`config.mk`:
```
export PLATFORM = sky130hd
export DESIGN_NAME = cordic_rotator
export DESIGN_NICKNAME = d
export VERILOG_FILES = /design/src/rtl/cordic_pkg.sv /design/src/rtl/cordic_stage.sv /design/src/rtl/cordic_rotator.sv
export SDC_FILE = /design/constraint.sdc
export NUM_CORES = 1
export LEC_CHECK = 0
export ABC_CLOCK_PERIOD_IN_PS = 10800
export BUFFER_PORTS_ARGS = -buffer_cell sky130_fd_sc_hd__buf_4
export CORE_MARGIN = 5
export CORE_UTILIZATION = 40
export CTS_CLUSTER_SIZE = 16
export DETAILED_ROUTE_END_ITERATION = 7
export PLACE_DENSITY = 0.58
export SLEW_MARGIN = 20
export SYNTH_ARGS = -nofsm -noshare
export SYNTH_HDL_FRONTEND = slang
export SYNTH_SLANG_ARGS = --single-unit
```
`constraint.sdc`:
```
create_clock -name clk -period 10.8 [get_ports clk]
set_input_delay 1.08 -clock clk [delete_from_list [all_inputs] [get_ports clk]]
set_output_delay 1.08 -clock clk [all_outputs]
set_load 0.1 [all_outputs]
```
`src/rtl/cordic_pkg.sv`:
```
// Shared constants, FSM states and arctangent table for the iterative CORDIC rotator.
// All fixed-point values are signed Q2.30.
package cordic_pkg;

    localparam int CORDIC_W  = 32;
    localparam int FRAC_BITS = 30;

    // Gain compensation 1/An, preloaded into x so no post-scaling is needed.
    localparam logic signed [CORDIC_W-1:0] CORDIC_K  = 32'sh26DD3B6A;
    localparam logic signed [CORDIC_W-1:0] THETA_MAX = 32'sh40000000;
    localparam logic signed [CORDIC_W-1:0] THETA_MIN = 32'shC0000000;

    typedef enum logic [1:0] {
        IDLE,
        ROTATE,
        DONE
    } cordic_state_t;

    // atan(2^-i) * 2^30, rounded to nearest.
    function automatic logic signed [CORDIC_W-1:0] atan_lut(input logic [4:0] idx);
        logic signed [CORDIC_W-1:0] val;
        case (idx)
            5'd0:    val = 32'sh3243F6A9;
            5'd1:    val = 32'sh1DAC6705;
            5'd2:    val = 32'sh0FADBAFD;
            5'd3:    val = 32'sh07F56EA7;
            5'd4:    val = 32'sh03FEAB77;
            5'd5:    val = 32'sh01FFD55C;
            5'd6:    val = 32'sh00FFFAAB;
            5'd7:    val = 32'sh007FFF55;
            5'd8:    val = 32'sh003FFFEB;
            5'd9:    val = 32'sh001FFFFD;
            5'd10:   val = 32'sh00100000;
            5'd11:   val = 32'sh00080000;
            5'd12:   val = 32'sh00040000;
            5'd13:   val = 32'sh00020000;
            5'd14:   val = 32'sh00010000;
            5'd15:   val = 32'sh00008000;
            5'd16:   val = 32'sh00004000;
            5'd17:   val = 32'sh00002000;
            5'd18:   val = 32'sh00001000;
            5'd19:   val = 32'sh00000800;
            5'd20:   val = 32'sh00000400;
            5'd21:   val = 32'sh00000200;
            5'd22:   val = 32'sh00000100;
            5'd23:   val = 32'sh00000080;
            5'd24:   val = 32'sh00000040;
            5'd25:   val = 32'sh00000020;
            5'd26:   val = 32'sh00000010;
            5'd27:   val = 32'sh00000008;
            5'd28:   val = 32'sh00000004;
            5'd29:   val = 32'sh00000002;
            default: val = '0;
        endcase
        return val;
    endfunction

endpackage

```
`src/rtl/cordic_stage.sv`:
```
// One combinational CORDIC micro-rotation in rotation mode; direction follows the sign of z.
module cordic_stage
    import cordic_pkg::*;
(
    input  logic signed [CORDIC_W-1:0] x,
    input  logic signed [CORDIC_W-1:0] y,
    input  logic signed [CORDIC_W-1:0] z,
    input  logic        [4:0]          shift,
    input  logic signed [CORDIC_W-1:0] angle,
    output logic signed [CORDIC_W-1:0] x_rot,
    output logic signed [CORDIC_W-1:0] y_rot,
    output logic signed [CORDIC_W-1:0] z_rot
);

    logic                       dir_pos;
    logic signed [CORDIC_W-1:0] x_shr;
    logic signed [CORDIC_W-1:0] y_shr;

    assign dir_pos = ~z[CORDIC_W-1];
    assign x_shr   = x >>> shift;
    assign y_shr   = y >>> shift;

    // Sums wrap at the datapath width; no saturation.
    assign x_rot = dir_pos ? (x - y_shr) : (x + y_shr);
    assign y_rot = dir_pos ? (y + x_shr) : (y - x_shr);
    assign z_rot = dir_pos ? (z - angle) : (z + angle);

endmodule

```
`src/rtl/cordic_rotator.sv`:
```
// Iterative CORDIC rotator: one angle in, cos/sin out after ITER single-cycle micro-rotations,
// with valid/ready handshakes on both sides.
module cordic_rotator
    import cordic_pkg::*;
#(
    parameter int ITER = 22,
    parameter int W    = 32
) (
    input  logic         clk,
    input  logic         reset_n,
    input  logic         in_valid,
    output logic         in_ready,
    input  logic [W-1:0] in_theta,
    output logic         out_valid,
    input  logic         out_ready,
    output logic [W-1:0] out_cos,
    output logic [W-1:0] out_sin,
    output logic         out_range_err
);

    localparam logic [4:0] LAST_I = 5'(ITER - 1);

    cordic_state_t     state_reg, state_next;
    logic signed [W-1:0] x_reg, x_next;
    logic signed [W-1:0] y_reg, y_next;
    logic signed [W-1:0] z_reg, z_next;
    logic [4:0]          i_reg, i_next;
    logic                range_reg, range_next;

    logic signed [W-1:0] x_rot;
    logic signed [W-1:0] y_rot;
    logic signed [W-1:0] z_rot;

    cordic_stage u_stage (
        .x     (x_reg),
        .y     (y_reg),
        .z     (z_reg),
        .shift (i_reg),
        .angle (atan_lut(i_reg)),
        .x_rot (x_rot),
        .y_rot (y_rot),
        .z_rot (z_rot)
    );

    always_ff @(posedge clk or negedge reset_n) begin
        if (!reset_n) begin
            state_reg <= IDLE;
            x_reg     <= '0;
            y_reg     <= '0;
            z_reg     <= '0;
            i_reg     <= '0;
            range_reg <= 1'b0;
        end else begin
            state_reg <= state_next;
            x_reg     <= x_next;
            y_reg     <= y_next;
            z_reg     <= z_next;
            i_reg     <= i_next;
            range_reg <= range_next;
        end
    end

    always_comb begin
        state_next = state_reg;
        x_next     = x_reg;
        y_next     = y_reg;
        z_next     = z_reg;
        i_next     = i_reg;
        range_next = range_reg;
        case (state_reg)
            IDLE: begin
                if (in_valid) begin
                    x_next     = CORDIC_K;
                    y_next     = '0;
                    z_next     = in_theta;
                    i_next     = '0;
                    // Flag is judged on the accepted angle, never on the residual z.
                    range_next = ($signed(in_theta) > THETA_MAX) ||
                                 ($signed(in_theta) < THETA_MIN);
                    state_next = ROTATE;
                end
            end
            ROTATE: begin
                x_next = x_rot;
                y_next = y_rot;
                z_next = z_rot;
                if (i_reg == LAST_I) begin
                    state_next = DONE;
                end else begin
                    i_next = i_reg + 5'd1;
                end
            end
            DONE: begin
                if (out_ready) begin
                    state_next = IDLE;
                end
            end
            default: state_next = IDLE;
        endcase
    end

    // Outputs depend on registered state only, so there is no input-to-output path.
    assign in_ready      = (state_reg == IDLE);
    assign out_valid     = (state_reg == DONE);
    assign out_cos       = x_reg;
    assign out_sin       = y_reg;
    assign out_range_err = range_reg;

endmodule

```
==> run metrics <==
run status=completed; post-synth top area share=around 16%; Mapped Area=approximately 16000 um^2; Finished Layout Cells=around 2.5k; area leader, netlist=dfrtp_1; max frequency=roughly 140 MHz; Die Y=210 um; most common cell in the netlist=nand2_1; Hold Fails Final Rpt=0; Setup CP Type=flip-flop to flip-flop; post-DR wirelength/cell=around 24 um; syn_nets=2113; vias in the first global route=between 15k and 20k; Worst Skew=just over 0.007 ns; pin count of the biggest net entering global routing=between 60 and 70; effective utilization at floorplan=40.4%; CP top delay family=compound AO/OA/AOI/OAI gates; number of flops mapped to enable cells by yosys=0; Diodes inserted=0; clk sinks=roughly 100; Yosys cell types=100; Clk Latency, worst-skew pair=around 0.4 ns; CTS max path bufs=2; worst hold start=out_range_err$_DFFE_PN0P_; Synth Flop Type=dfrtp_1; hold buffers post-CTS=0; Synth Instances=between 1.5k and 2k; Ports=103; clk slew on worst S/H paths=0.08 ns; via/cell ratio=between 6 and 7; GR met3 Demand/Resource=under 10%; Finished Cell Area=around 17000 um^2; Crit path required time=about 11 ns; GR Layer Usage met2=about 45%; DIE WIDTH=around 210 um; GRT busiest layer=met2; DRC=0; total number of vias=~16k; synth top area cells=dfrtp_1 (16%), mux4_2 (11%), ha_1 (9.0%); placement-stage cell area=17100 um^2; crit path capture type=flip-flop; fraction of layout cells with a size suffix above 1=about 16%; sequential area share after synthesis=about 16%; TritonCTS clock tree=yes; Die ar.=around 44000 um^2; initial antenna violation count=2; DR iter-0 viols=approximately 1.6k; CP startpoint kind=flip-flop; Area growth syn-to-layout=8.61%; final slew viol count=0; first-pass iteration count of the detailed router=8; synthesized flop and latch total=between 100 and 150; Post CTS Setup Buffer Count=0; M1 GR Usage=around a third; max-capacitance violation count=0; CP Cell Sequence=buf_4, mux2_2, mux4_2, a222oi_1, and3_1, ha_1, and3_1, nand2b_1, o21ai_0, xnor2_1, ha_1, and3_1, a221o_1, a221oi_1, o31ai_1, buf_4, a221oi_1, o31ai_1, a221o_1, a21oi_1, xnor2_1, a22oi_1, o31ai_1; setup TNS=0 ns; FF-to-FF Start=i_reg[0]$_DFFE_PN0P_; final hold slack=0.489 ns; CTS Buf Count=9; IO buf count=a little over 100; crit path from=i_reg[0]$_DFFE_PN0P_; max incr delay on CP=~0.85 ns; dpl hpwl=about 45000 um; total grt overflow=0; total wire length=roughly 60000 um; maximum fanout along the worst path=47; row count=73; Final setup viols=0; routability cong.=1.05; Slew headroom=a little under a third; global-route wire length before repair=between 90000 and 100000 um; FFs w/ async S/R, synth=between 90% and 100%; synthesized area per cell=between 8 and 9 um^2; Period Utilization, post-route=approximately 68%; arrival time at the worst endpoint=about 7.6 ns; Syn. warnings=0; post-CTS sizing=0; RSZ-0062 raised after global routing=no; core area=slightly below 40000 um^2; Inst Count DP=between 2k and 2.5k; Tot GR Track Use=approximately a quarter; Synth top cells by count=nand2_1 (224), a21oi_1 (174), nor2_1 (174); remaining antenna violation count=0; Buffers & Inverters on Critical Path=2; H-tree depth=3; HP Class=flip-flop to flip-flop; nets@finish=~2.1k; root buf cell=clkbuf_16; Slowest cell on crit path=dfrtp_4; crit path time final=roughly 7.3 ns; worst-margin pin slew=1.03 ns
[kinds of logic (layout without fill, tap and decap cells)]
group / count (synthesis) / count (layout) / synth area share, %
DFF: 104 / 104 / 16.2
muxes: 163 / 163 / 16.9
adders and majority gates: 118 / 118 / 9.34
AOI/OAI and AO/OA: 625 / 625 / 25.3
and+or+nand+nor: 628 / 628 / 19.0
xor gates and xnor gates: 160 / 160 / 8.73
buffers and inverters: 161 / 183 / 4.55
[final cells by class]
class	instances	area, um^2
Clock inverter	7	70.1
Inverter	38	143
Timing Repair Buffer	129	968
Sequential cell	104	2620
Fill cell	3997	22300
Multi-Input combinational cell	1694	12800
Clock buffer	9	225
Tap cell	525	657
[final timing paths]
check | cells past startpoint | slack, ns | endpoint
worst max register to register | 23 | 3.48 | out_cos[31]$_DFFE_PN0P_
worst min register to register | 2 | 0.49 | out_range_err$_DFFE_PN0P_
worst max-delay path | 23 | 3.48 | out_cos[31]$_DFFE_PN0P_
worst min-delay path | 2 | 0.49 | out_range_err$_DFFE_PN0P_
min in group asynchronous | 1 | 0.73 | state_reg[1]$_DFFE_PN0P_
max in group asynchronous | 2 | 8.78 | i_reg[1]$_DFFE_PN0P_
[tightest hold or removal path: cells and delay by family, from the launching register on]
family | cells | cell delay (ns)
flip-flops | 1 | 0.35
AND/OR/NAND/NOR | 1 | 0.05
AO/OA/AOI/OAI | 1 | 0.06
[stage by stage]
stage | util [%] | setup slack [ns]
finish | 43.9 | 3.48
global route | 43.9 | 2.82
CTS | 43.9 | 3.45
detailed placement | 43.1 | 3.50
global placement | 43.1 | 3.52
floorplan | - | 4.95
[cells in the final DEF (no fill, tap or decap), types with 49 or more instances in the layout]
cell type | synthesis | routed
nand2_1 | 224 | 223
mux4_2 | 81 | 81
buf_4 | 2 | 129
a31oi_1 | 49 | 49
xor2_1 | 77 | 77
nor2_1 | 174 | 172
o21ai_0 | 126 | 126
xnor2_1 | 83 | 83
ha_1 | 115 | 115
dfrtp_1 | 104 | 98
a21oi_1 | 174 | 174
[metal layers]
layer	routed length, um	part of all wire, %	vias to the layer above
met3	4340	7.2	138
met5	0	0	-
met4	2600	4.3	0
li1	-	-	7419
met1	24600	41	7752
met2	28400	47	700
Power is not shown: default switching activity piles up to over one toggle a cycle in this logic, so the estimate is an artifact.
